[src/rtl/mips_ctrl_pkg.sv]
// mips_ctrl_pkg
//   Shared definitions for the multi-cycle MIPS control unit:
//   FSM state encoding, opcode / funct constants and ALU operation codes.
//   Imported by mips_alu_decode and mips_multicycle_control.
package mips_ctrl_pkg;

  typedef enum logic [2:0] {
    ST_FETCH   = 3'd0,
    ST_DECODE  = 3'd1,
    ST_EXEC    = 3'd2,
    ST_MEM     = 3'd3,
    ST_WB      = 3'd4,
    ST_WAIT_IN = 3'd5,
    ST_HALT    = 3'd6
  } state_e;

  // Primary opcodes (instr[31:26])
  localparam logic [5:0] OP_R    = 6'h00;
  localparam logic [5:0] OP_J    = 6'h02;
  localparam logic [5:0] OP_JAL  = 6'h03;
  localparam logic [5:0] OP_BEQ  = 6'h04;
  localparam logic [5:0] OP_BNE  = 6'h05;
  localparam logic [5:0] OP_ADDI = 6'h08;
  localparam logic [5:0] OP_SLTI = 6'h0A;
  localparam logic [5:0] OP_ANDI = 6'h0C;
  localparam logic [5:0] OP_ORI  = 6'h0D;
  localparam logic [5:0] OP_LW   = 6'h23;
  localparam logic [5:0] OP_SW   = 6'h2B;
  localparam logic [5:0] OP_HLT  = 6'h3D;
  localparam logic [5:0] OP_IN   = 6'h3E;
  localparam logic [5:0] OP_OUT  = 6'h3F;

  // R-type function codes (instr[5:0])
  localparam logic [5:0] FN_SLL = 6'h00;
  localparam logic [5:0] FN_SRL = 6'h02;
  localparam logic [5:0] FN_JR  = 6'h08;
  localparam logic [5:0] FN_ADD = 6'h20;
  localparam logic [5:0] FN_SUB = 6'h22;
  localparam logic [5:0] FN_AND = 6'h24;
  localparam logic [5:0] FN_OR  = 6'h25;
  localparam logic [5:0] FN_SLT = 6'h2A;

  // ALU operation codes driven on AluOP
  localparam logic [5:0] ALU_ADD  = 6'd0;
  localparam logic [5:0] ALU_SUB  = 6'd1;
  localparam logic [5:0] ALU_AND  = 6'd2;
  localparam logic [5:0] ALU_OR   = 6'd3;
  localparam logic [5:0] ALU_SLT  = 6'd4;
  localparam logic [5:0] ALU_SLL  = 6'd5;
  localparam logic [5:0] ALU_SRL  = 6'd6;
  localparam logic [5:0] ALU_PASS = 6'd7;

  // Instructions whose second ALU operand is the sign-extended immediate
  function automatic logic is_imm_op(input logic [5:0] op);
    return (op == OP_ADDI) || (op == OP_SLTI) || (op == OP_ANDI) ||
           (op == OP_ORI)  || (op == OP_LW)   || (op == OP_SW);
  endfunction

endpackage

[src/rtl/mips_alu_decode.sv]
// mips_alu_decode
//   Purely combinational (opcode, funct) -> ALU operation decoder.
//   Also flags any opcode, or R-type funct, that the core does not implement.
//   The primary opcode and R-type function field come in on op and funct;
//   alu_op carries the selected ALU operation code and illegal is raised for
//   any combination the core cannot execute.
module mips_alu_decode
  import mips_ctrl_pkg::*;
(
  input  logic [5:0] op,
  input  logic [5:0] funct,
  output logic [5:0] alu_op,
  output logic       illegal
);

  always_comb begin
    alu_op  = ALU_ADD;
    illegal = 1'b0;
    case (op)
      OP_R: begin
        case (funct)
          FN_ADD:  alu_op = ALU_ADD;
          FN_SUB:  alu_op = ALU_SUB;
          FN_AND:  alu_op = ALU_AND;
          FN_OR:   alu_op = ALU_OR;
          FN_SLT:  alu_op = ALU_SLT;
          FN_SLL:  alu_op = ALU_SLL;
          FN_SRL:  alu_op = ALU_SRL;
          // JR only needs the register value routed to the PC
          FN_JR:   alu_op = ALU_ADD;
          default: illegal = 1'b1;
        endcase
      end
      OP_ADDI, OP_LW, OP_SW: alu_op = ALU_ADD;
      OP_SLTI:               alu_op = ALU_SLT;
      OP_ANDI:               alu_op = ALU_AND;
      OP_ORI:                alu_op = ALU_OR;
      OP_BEQ, OP_BNE:        alu_op = ALU_SUB;
      OP_J, OP_JAL, OP_OUT, OP_IN: alu_op = ALU_PASS;
      OP_HLT:                alu_op = ALU_ADD;
      default:               illegal = 1'b1;
    endcase
  end

endmodule

[src/rtl/mips_multicycle_control.sv]
// mips_multicycle_control
//   Multi-cycle control FSM for the 32-bit MIPS process unit. Sequences each
//   instruction through FETCH, DECODE, EXEC, MEM, WB (plus WAIT_IN for the
//   switch-input instruction and HALT), and drives datapath strobes that are
//   decoded from the current state and the opcode/funct latched in DECODE.
//
//   Build option: define ILLEGAL_TRAP_EN to make an unimplemented
//   opcode/funct halt the core and raise the sticky IllegalOp output.
//   Without it, an unimplemented instruction retires as a two-cycle NOP.
//
//   Ports:
//     Clk, Rst_n         clock (rising edge), asynchronous active-low reset
//     OpCode, Funct      instruction fields, sampled in DECODE
//     InputValid         synchronised switch-entry button
//     PcWrite, IrWrite   PC update / instruction register load
//     AluOP              ALU operation code
//     RegDst..Print      datapath control strobes
//     InputAck           one-cycle pulse when an IN instruction takes the input
//     Halted             core stopped (only reset leaves)
//     State              current FSM state (debug)
//     RetireCount        instructions completed, wraps
//     IllegalOp          sticky illegal-instruction flag (ILLEGAL_TRAP_EN only)
module mips_multicycle_control
  import mips_ctrl_pkg::*;
#(
  parameter int OP_W     = 6,
  parameter int RETIRE_W = 16
) (
  input  logic                Clk,
  input  logic                Rst_n,
  input  logic [OP_W-1:0]     OpCode,
  input  logic [OP_W-1:0]     Funct,
  input  logic                InputValid,
  output logic                PcWrite,
  output logic                IrWrite,
  output logic [5:0]          AluOP,
  output logic                RegDst,
  output logic                Branch,
  output logic                JumpReg,
  output logic                Jump,
  output logic                Jal,
  output logic                And,
  output logic                MemRead,
  output logic                MemToReg,
  output logic                MemWrite,
  output logic                Immediate,
  output logic                RegWrite,
  output logic                Print,
  output logic                InputAck,
  output logic                Halted,
  output logic [2:0]          State,
`ifdef ILLEGAL_TRAP_EN
  output logic                IllegalOp,
`endif
  output logic [RETIRE_W-1:0] RetireCount
);

  state_e                state_q, state_d;
  logic [OP_W-1:0]       op_q, op_d;
  logic [OP_W-1:0]       funct_q, funct_d;
  logic                  armed_q, armed_d;
  logic [RETIRE_W-1:0]   retire_q, retire_d;
  logic                  retire_inc;
`ifdef ILLEGAL_TRAP_EN
  logic                  illegal_q, illegal_d;
`endif

  logic [5:0]            dec_op, dec_funct, dec_alu;
  logic                  dec_illegal;

  // In DECODE the fields are still on the parser outputs; afterwards only
  // the latched copy is valid.
  assign dec_op    = 6'((state_q == ST_DECODE) ? OpCode : op_q);
  assign dec_funct = 6'((state_q == ST_DECODE) ? Funct  : funct_q);

  mips_alu_decode u_alu_decode (
    .op      (dec_op),
    .funct   (dec_funct),
    .alu_op  (dec_alu),
    .illegal (dec_illegal)
  );

  // Output decode: depends only on registered state and latched fields
  // (plus the live fields in DECODE), so reset clears every strobe at once.
  always_comb begin
    PcWrite   = 1'b0;
    IrWrite   = 1'b0;
    AluOP     = ALU_ADD;
    RegDst    = 1'b0;
    Branch    = 1'b0;
    JumpReg   = 1'b0;
    Jump      = 1'b0;
    Jal       = 1'b0;
    And       = 1'b0;
    MemRead   = 1'b0;
    MemToReg  = 1'b0;
    MemWrite  = 1'b0;
    Immediate = 1'b0;
    RegWrite  = 1'b0;
    Print     = 1'b0;
    InputAck  = 1'b0;
    Halted    = 1'b0;
    case (state_q)
      ST_FETCH: IrWrite = 1'b1;
      ST_DECODE: begin
`ifndef ILLEGAL_TRAP_EN
        // Unimplemented instruction retires here as a NOP
        if (dec_illegal) PcWrite = 1'b1;
`endif
      end
      ST_EXEC: begin
        AluOP     = dec_alu;
        Immediate = is_imm_op(6'(op_q));
        case (6'(op_q))
          OP_BEQ, OP_BNE: begin
            Branch  = 1'b1;
            And     = 1'b1;
            PcWrite = 1'b1;
          end
          OP_J: begin
            Jump    = 1'b1;
            PcWrite = 1'b1;
          end
          OP_JAL: begin
            Jump     = 1'b1;
            Jal      = 1'b1;
            RegWrite = 1'b1;
            PcWrite  = 1'b1;
          end
          OP_OUT: begin
            Print   = 1'b1;
            PcWrite = 1'b1;
          end
          OP_R: begin
            if (6'(funct_q) == FN_JR) begin
              JumpReg = 1'b1;
              PcWrite = 1'b1;
            end
          end
          default: ;
        endcase
      end
      ST_MEM: begin
        AluOP     = ALU_ADD;
        Immediate = 1'b1;
        if (6'(op_q) == OP_LW) begin
          MemRead = 1'b1;
        end else begin
          MemWrite = 1'b1;
          PcWrite  = 1'b1;
        end
      end
      ST_WB: begin
        RegWrite = 1'b1;
        PcWrite  = 1'b1;
        RegDst   = (6'(op_q) == OP_R);
        MemToReg = (6'(op_q) == OP_LW);
        if (6'(op_q) == OP_IN) begin
          AluOP    = ALU_PASS;
          InputAck = 1'b1;
        end
      end
      ST_HALT: Halted = 1'b1;
      default: ;
    endcase
  end

  // Next-state and bookkeeping. PcWrite marks the final cycle of every
  // instruction, so it doubles as the "go back to FETCH" condition.
  always_comb begin
    state_d = state_q;
    op_d    = op_q;
    funct_d = funct_q;
`ifdef ILLEGAL_TRAP_EN
    illegal_d = illegal_q;
`endif
    case (state_q)
      ST_FETCH: state_d = ST_DECODE;
      ST_DECODE: begin
        op_d    = OpCode;
        funct_d = Funct;
        if (6'(OpCode) == OP_HLT) begin
          state_d = ST_HALT;
        end else if (6'(OpCode) == OP_IN) begin
          state_d = ST_WAIT_IN;
        end else if (dec_illegal) begin
`ifdef ILLEGAL_TRAP_EN
          state_d   = ST_HALT;
          illegal_d = 1'b1;
`else
          state_d = ST_FETCH;
`endif
        end else begin
          state_d = ST_EXEC;
        end
      end
      ST_EXEC: begin
        if (PcWrite)
          state_d = ST_FETCH;
        else if (6'(op_q) == OP_LW || 6'(op_q) == OP_SW)
          state_d = ST_MEM;
        else
          state_d = ST_WB;
      end
      ST_MEM:     state_d = PcWrite ? ST_FETCH : ST_WB;
      ST_WB:      state_d = ST_FETCH;
      ST_WAIT_IN: if (InputValid && armed_q) state_d = ST_WB;
      ST_HALT:    state_d = ST_HALT;
      default:    state_d = ST_FETCH;
    endcase

    // A released button re-arms; taking the input disarms until release.
    if (!InputValid)
      armed_d = 1'b1;
    else if (InputAck)
      armed_d = 1'b0;
    else
      armed_d = armed_q;

    // HLT counts as retired on its way into HALT
    retire_inc = PcWrite || (state_q == ST_DECODE && 6'(OpCode) == OP_HLT);
    retire_d   = retire_q + {{(RETIRE_W-1){1'b0}}, retire_inc};
  end

  always_ff @(posedge Clk or negedge Rst_n) begin
    if (!Rst_n) begin
      state_q  <= ST_FETCH;
      op_q     <= '0;
      funct_q  <= '0;
      armed_q  <= 1'b1;
      retire_q <= '0;
`ifdef ILLEGAL_TRAP_EN
      illegal_q <= 1'b0;
`endif
    end else begin
      state_q  <= state_d;
      op_q     <= op_d;
      funct_q  <= funct_d;
      armed_q  <= armed_d;
      retire_q <= retire_d;
`ifdef ILLEGAL_TRAP_EN
      illegal_q <= illegal_d;
`endif
    end
  end

  assign State       = state_q;
  assign RetireCount = retire_q;
`ifdef ILLEGAL_TRAP_EN
  assign IllegalOp   = illegal_q;
`endif

endmodule

[config.mk]
export PLATFORM = sky130hd
export DESIGN_NAME = mips_multicycle_control
export DESIGN_NICKNAME = d
export VERILOG_FILES = /design/src/rtl/mips_ctrl_pkg.sv /design/src/rtl/mips_alu_decode.sv /design/src/rtl/mips_multicycle_control.sv
export SDC_FILE = /design/constraint.sdc
export NUM_CORES = 1
export LEC_CHECK = 0
export CAP_MARGIN = 20
export CORE_UTILIZATION = 40
export DETAILED_ROUTE_END_ITERATION = 8
export DONT_BUFFER_PORTS = 1
export PLACE_DENSITY = 0.6
export SLEW_MARGIN = 5
export SYNTH_ARGS = -nofsm -noshare
export SYNTH_HDL_FRONTEND = slang
export SYNTH_SLANG_ARGS = --single-unit
[constraint.sdc]
create_clock -name Clk -period 4.15 [get_ports Clk]
set_input_delay 0.83 -clock Clk [delete_from_list [all_inputs] [get_ports Clk]]
set_output_delay 0.83 -clock Clk [all_outputs]
set_load 0.1 [all_outputs]
; ---- Word level (Yosys, flattened, before mapping)
; Cells that the tools add are included.
[op_classes]
n_addsub = 1
eq_ne = 43
muxes = 44
reduce_logical = 20
[op_table]
columns = op, count
row1 = equality test 6 bit (second input constant), 16
row2 = equality test 6 x 4 -> 1 bit (second input constant), 10
row3 = one-hot mux 3 bit (6 select lines), 2
row4 = one-hot mux 6 bit (6 select lines), 1
row5 = equality test 6 x 2 -> 1 bit (second input constant), 5
row6 = 2-to-1 mux 1 bit, 25
row7 = equality test 6 x 3 -> 1 bit (second input constant), 4
row8 = 2-to-1 mux 3 bit, 7
row9 = zero test 6 bit, 3
row10 = adder 16 x 1 -> 16 bit, 1
row11 = OR reduction 13 bit, 1
row12 = 2-to-1 mux 6 bit, 2
row13 = one-hot mux 6 bit (2 select lines), 1
row14 = equality test 3 bit (second input constant), 3
row15 = one-hot mux 1 bit (2 select lines), 4
row16 = OR reduction 8 bit, 1
row17 = logical OR 1 bit, 7
row18 = equality test 3 x 2 -> 1 bit (second input constant), 2
row19 = OR reduction 2 bit, 3
row20 = OR reduction 5 bit, 1
row21 = one-hot mux 1 bit (4 select lines), 1
row22 = OR reduction 4 bit, 1
row23 = equality test 3 x 1 -> 1 bit (second input constant), 1
row24 = zero test 3 bit, 1
row25 = 4 further kinds, 5
[word_totals]
register_bits = 32
inputBits = 15
output_inout_bits = 41
wordCells = 113

; ---- Depth between registers and ports, before layout
; Gate-level depths: netlist (run 1).
[logic_depth]
ltp_word = 10
depth_mapped = 14
mapped_depth_nobuf = 13

; ---- Cells and area by module
; Synthesis (run 1) repeated with hierarchy kept, for this count alone.
[unflattened]
cells_unflattened = 206
hier_area_um2 = 1985.7
[by_module_without_submodules]
columns = mod, n_inst, cells_each, area_each_um2
row1 = mips_multicycle_control, 1, 166, 1726.7
row2 = mips_alu_decode, 1, 40, 259.0

; ---- Least setup slack after synthesis (run 1)
; No wires, ideal clock.
[synth_timing]
path_type = register -> output
from = reg state_q[1] (netlist: State[1])
to = out RegWrite
t_arrival_ns = 5.921
required_ns = 3.320
setup_slack_ns = -2.601
path_stages_with_launch = 6
path_cell_list = dfrtp_1 or3b_1 or4_1 nor3b_1 and2_1 or2_1
[synth_between]
elab_chain_len = 2
elab_cells_between_ends = 3
classes_between = eq/ne (2) / mux (1)
[synth_rtl]
columns = element, line_no
row1 = from (decl), mips_multicycle_control.sv:58  ; state_e state_q, state_d;
row2 = from (signal assigned), mips_multicycle_control.sv:236  ; state_q <= state_d;
row3 = equality test 3 bit / equality test 3 x 2 -> 1 bit (equally long branches), mips_multicycle_control.sv:103  ; case (state_q)
row4 = one-hot mux 1 bit (2 select lines) (*), mips_multicycle_control.sv:103
row5 = to (decl), mips_multicycle_control.sv:47  ; output logic RegWrite,
; Mark *: on every way between the ends. The rest lies on a longest branch, timed or not.

; ---- Worst setup path after layout (run 1)
[layout_timing]
from = reg state_q[2] (netlist: State[2])
to = out AluOP[0]
[layout_between]
elab_chain_len = 6
elab_cells_between_ends = 26
classes_between = eq/ne (17) / mux (5) / reduce/logical (4)
[layout_rtl]
columns = element, line_no
row1 = equality test 3 x 1 -> 1 bit, "mips_multicycle_control.sv:73, mips_multicycle_control.sv:74"
row2 = 2-to-1 mux 6 bit, -
row3 = "equality test 6 x 2 -> 1 bit, or another cell as far along", mips_alu_decode.sv:21  ; case (funct)
row4 = "one-hot mux 3 bit (6 select lines), or another cell as far along", mips_alu_decode.sv:21
row5 = one-hot mux 6 bit (6 select lines), mips_alu_decode.sv:19  ; case (op)
row6 = one-hot mux 6 bit (2 select lines) (*), mips_multicycle_control.sv:103
row7 = to (decl), mips_multicycle_control.sv:36  ; output logic [5:0] AluOP,
; Marked as above.

==> results of run 1 <==
kinds of logic (layout without fill, tap and decap cells):
logic type | count (synthesis) | in the layout | share of synthesized area
AOI/OAI and AO/OA | 50 | 50 | 0.165
and+or+nand+nor | 131 | 131 | 0.306
other | 1 | 3 | 0.00165
DFF | 32 | 32 | 0.354
buffers and inverters | 29 | 41 | 0.0629
adders and majority gates | 2 | 2 | 0.0110
muxes | 5 | 5 | 0.0221
xor gates and xnor gates | 20 | 20 | 0.0773
critical path, stage by stage (launching register included):
cell and delay (ns):
dfrtp_1 0.43, or3b_1 0.72, or4_1 0.52, a21oi_1 0.24, nor3_1 0.08, o21ai_1 0.16, a21boi_2 0.24, buf_12 0.20
area by class of cell:
class | count | area (um2) | share of cell area
multi-input combinational | 211 | 1430 | 0.520
sequential | 32 | 803 | 0.292
timing repair buffer | 28 | 298 | 0.108
tap | 72 | 90.1 | 0.0327
clock buffer | 5 | 68.8 | 0.0250
clock inverter | 3 | 42.5 | 0.0155
inverter | 5 | 18.8 | 0.00682
cells in the final DEF (no fill, tap or decap), types with 3 or more instances in the layout:
cell       n
nor4_1     3
o311ai_0   4
nand4_1    3
o21ai_1    4
nor2_1    19
nor3b_4    4
nand2_1   44
xnor2_1   11
clkbuf_8   5
o22ai_1    3
or3_1      3
buf_4     22
and3_1     3
a21boi_2   3
a21oi_1    5
inv_1      5
o21ai_0    6
nor2b_1    8
xor2_1     9
dfrtp_1   30
nand3_1   18
mux2i_1    5
conb_1     3
buf_12     4
nor3_1     4
registers in the layout (all words and copies together), names as in the netlist:
register,flops
RetireCount,16
funct_q,6
op_q,6
State,3
armed_q,1
power groups by stage:
stage	Clock, mW	Sequential (mW)	Combinational (mW)
after global routing	0.319	0.773	1.33
after CTS	0.307	0.749	1.24
after global placement	0	0.755	1.23
after detailed placement	0	0.755	1.24
after floorplan	0	0.789	0.915
final	0.305	0.752	1.25
per-stage QoR:
stage / power (mW) / setup TNS (ns) / util
after floorplan: 1.70 / -0.843 / -
final: 2.30 / 0 / 0.503
after CTS: 2.30 / 0 / 0.503
after global placement: 1.98 / 0 / 0.482
after global routing: 2.42 / 0 / 0.503
after detailed placement: 1.99 / 0 / 0.482
metal layers:
metal,GRT usage,vias up
met5,0,-
met4,0.0755,0
met3,0.0405,5
met2,0.324,61
met1,0.251,951
li1,-,981
path summary, 6_finish.rpt:
check                      startpoint              to  slack [ns]  depth (start not counted)
hold reg to reg               armed_q         armed_q        0.46                          2
hold / removal                  Rst_n  RetireCount[1]        0.22                          0
min in group Clk              armed_q         armed_q        0.46                          2
max in group asynchronous       Rst_n         armed_q        3.74                          0
setup reg to reg             State[1]  RetireCount[8]        0.69                         12
setup / recovery             State[2]        AluOP[0]        0.45                          7
==> results.toml, run 1 <==
[clock_network]
cts_max_level = 2
cts_buffers = 5
post_cts_buffers = 0
cts-root-buf = "clkbuf_8"
clockBufferDepth = 2
cts.sinks = 32
clkTransAtPathRegs_ns = 0.08
cts_hold_buf = 0
cts_tree = "yes"
insertion_delay_ns = 0.29
postCtsResizedCells = 0

[power]
p_per_area_nw_per_um2 = 837
vdd_drop_max_mv = 0.407
p_comb_frac = 0.541
p_sw_frac = 0.558
power_frac_seq = 0.327
p_sw_mw = 1.28
internal-power_mw = 1.02
leakagePower_nw = 1.22
clockPowerShare = 0.132

[synthesis]
yosys.area.top_type = "dfrtp_1"
ys.flop_type = "dfrtp_1"
ys_async_sr_fraction = 1.00
synth_seq_area_share = 0.354
yosysMostFrequentCell = "nand2_1"
yosys.area.top_type_share = 0.342
synth_common_cells = "44 x nand2_1, 31 x dfrtp_1, 20 x nor2_1"
syn-cell-area_um2 = 2270
ys_types = 61
synth-edff-count = 0
netlist_instances = 270
synth.area.top_cells = "dfrtp_1 34%, nand2_1 7.3%, xnor2_1 4.2%"
yosys_warnings = 0
synth.avg_cell_area_um2 = 8.40
ys_ff_latch = 32

[detailed_routing]
drc = 0
wl_met1_um = 2530
drtIter0Drc = 145
viasPerCell = 5.61
route.met2.wl_um = 2790
vias = 1998
dr.max_layer_used = "met4"
route.met3.wl_um = 298
drt_wl_total_um = 5670
ant_nets = 0
wl_per_cell_um = 15.9
drtPass1Iterations = 4

[sta]
hold_violations = 0
hold_slack_ns = 0.225
clock.fmax_mhz = 270
rsz0062_at_grt = "no"
period_needed_ns = 3.70
worstMarginPinSlew_ns = 0.988
finalMaxSlewViolations = 0
min_period_over_period = 0.892
timing.final.ws_setup_ns = 0.447
finalClockSkew_ns = 0.00932
finalSetupViolations = 0
slew_headroom = 0.342

[floorplanning]
pin_count = 56
num_rows = 27
die_w_um = 77.3
core_um2 = 5470
dieArea_um2 = 5970
die_height_um = 77.3
start_util = 0.414

[global_route]
grt_util_all_layers = 0.197
antenna_found_initial = 0
grt_first_pass_wirelength_um = 9320
globalRouteOverflowTotal = 0
grt_pass1_vias = 1903
grt_max_degree = 33

[flow_run]
maxCapViolations = 0

[worst_setup_path]
critical_path_class = "reg2out"
startpoint_type = "register"
cp_max_fo = 20
end_kind = "output port"
critPathArrivalTime_ns = 2.87
worstPathRequired_ns = 3.32

[placed_design]
detailed_place_hpwl_um = 4130
place_ws_ns = 0.674
portBuffers = 0
finalWeightedCongestion = 0.850
placedCellCount = 348
place_area_um2 = 2640

[hold_path]
hold_path.class = "in2async"

[final_layout]
diodes = 0
fillers = 528
instances_no_fill = 356
post_route_cells_drive_above_1_share = 0.211
area_delta_synth_final_pct = 21.4
layout.nets = 300
final_cell_area_um2 = 2750

[run_status]
run_status = "complete, no violations"
Note: power is estimated with default switching activity, not from simulation.
==> inputs of run 2 (changes only) <==
--- a/config.mk
+++ b/config.mk
@@ -10,6 +10,7 @@
 export DETAILED_ROUTE_END_ITERATION = 8
 export DONT_BUFFER_PORTS = 1
 export PLACE_DENSITY = 0.6
+export REMOVE_ABC_BUFFERS = 1
 export SLEW_MARGIN = 5
 export SYNTH_ARGS = -nofsm -noshare
 export SYNTH_HDL_FRONTEND = slang
==> results.toml, run 2 (synthesis gave the netlist of run 1 again) <==
[clock_network]
clockBufferDepth = 2
postCtsResizedCells = 0
clkTransAtPathRegs_ns = 0.07
cts_hold_buf = 0
cts.sinks = 32
cts_max_level = 2
cts_tree = "yes"
post_cts_buffers = 0
cts-root-buf = "clkbuf_8"
cts_buffers = 5
insertion_delay_ns = 0.29

[worst_setup_path]
r2r_start = "State[1]"
worstPathRequired_ns = 3.32
reg2reg_slack_ns = 0.64
r2r_cells = 13
r2r_end = "RetireCount[8]"
path_cells = "or3b_1 -> or4_1 -> a21oi_1 -> nor3_1 -> o21ai_1 -> a21boi_2 -> buf_12"
cp_max_fo = 12
critPathArrivalTime_ns = 2.81
end_kind = "output port"
critPathSlowestCell = "or3b_1"
critical_path_class = "reg2out"
slowest_delay_ns = 0.62
startpoint_type = "register"

[detailed_routing]
drtIter0Drc = 146
drc = 0
drt_wl_total_um = 5800
drtPass1Iterations = 4
viasPerCell = 5.69
wl_per_cell_um = 16.3
vias = 2025
ant_nets = 0

[floorplanning]
num_rows = 27
die_w_um = 77.3
start_util = 0.414
die_height_um = 77.3
dieArea_um2 = 5970
pin_count = 56
core_um2 = 5470

[sta]
finalClockSkew_ns = 0.00483
hold_slack_ns = 0.227
worstMarginPinSlew_ns = 1.03
clock.fmax_mhz = 274
rsz0062_at_grt = "no"
hold_violations = 0
finalSetupViolations = 0
min_period_over_period = 0.878
period_needed_ns = 3.64
finalMaxSlewViolations = 0
slew_headroom = 0.316

[power]
total_power_mw = 2.29
vdd_drop_max_mv = 0.594
leakagePower_nw = 1.20
p_per_area_nw_per_um2 = 816

[final_layout]
final_cell_mix = "44 x nand2_1, 31 x dfrtp_1, 19 x nor2_1"
final_cell_area_um2 = 2810
largest_register_ffs = 16
multi_input_area_um2 = 1390
diodes = 0
seq_area_um2 = 802
fillers = 541
area_delta_synth_final_pct = 23.9
layout_commonest_cell = "nand2_1"
instances_no_fill = 356
post_route_cells_drive_above_1_share = 0.197
fin_util = 0.513
layout.nets = 300

[global_route]
grt_first_pass_wirelength_um = 9360
grt_util_all_layers = 0.200
antenna_found_initial = 0
grt_pass1_vias = 1871
globalRouteOverflowTotal = 0
grt_max_degree = 33

[placed_design]
finalWeightedCongestion = 0.860
placedCellCount = 348
portBuffers = 0
detailed_place_hpwl_um = 4340
place_area_um2 = 2700

[run_status]
run_status = "complete, no violations"

[flow_run]
maxCapViolations = 0

[hold_path]
hold_path.class = "in2async"
==> run 2: cell count changes in the layout (fill, tap and decap cells not counted), moves of 2 or more <==
cell       change
buf_4          -6
clkbuf_16      +6
nor3b_2        +3
nor3b_4        -3
nor3_2         +2
nor3_4         -2
==> run 2: through the flow <==
step	setup TNS, ns	setup slack, ns
6_report	0	0.506
5_1_grt	0	0.378
4_1_cts	0	0.503
3_5_place_dp	0	0.650
3_3_place_gp	0	0.736
2_1_floorplan	-46.86	-3.06
==> run 2: worst max-delay path by stage <==
| stage | from | depth (start not counted) | slack, ns | endpoint |
|---|---|---|---|---|
| floorplan | State[1] | 3 | -3.06 | And |
| global placement | State[1] | 13 | 0.74 | RetireCount[8] |
| detailed placement | State[2] | 12 | 0.65 | RetireCount[8] |
| CTS | State[2] | 7 | 0.50 | RegWrite |
| global route | State[2] | 10 | 0.38 | AluOP[0] |
| finish | State[1] | 7 | 0.51 | AluOP[1] |
==> run 2: cell type report <==
cell class,instances,area share
repair buffers,28,0.143
flip-flops and latches,32,0.286
multi-input cells,211,0.494
inverters,5,0.00668
clock buffers,6,0.0258
well taps,72,0.0321
clock inverters,2,0.0125
==> run 2: layer usage <==
| layer | routed length [um] | track usage | vias up |
|---|---|---|---|
| met5 | 0 | 0 | - |
| met4 | 97 | 0.0698 | 0 |
| met3 | 341 | 0.0619 | 12 |
| met2 | 2910 | 0.345 | 61 |
| met1 | 2450 | 0.232 | 967 |
| li1 | - | - | 985 |
==> run 2: critical path, delay by kind of cell, from the launching register on <==
family | cells | cell delay (ns)
AND/OR/NAND/NOR | 3 | 1.20
AO/OA/AOI/OAI | 3 | 0.66
buffers and inverters | 1 | 0.20
flip-flops | 1 | 0.48
==> run 2: where the power goes <==
part / internal [mW] / switching [mW]
Sequential: 0.409 / 0.371
Clock: 0.178 / 0.122
Combinational: 0.434 / 0.778
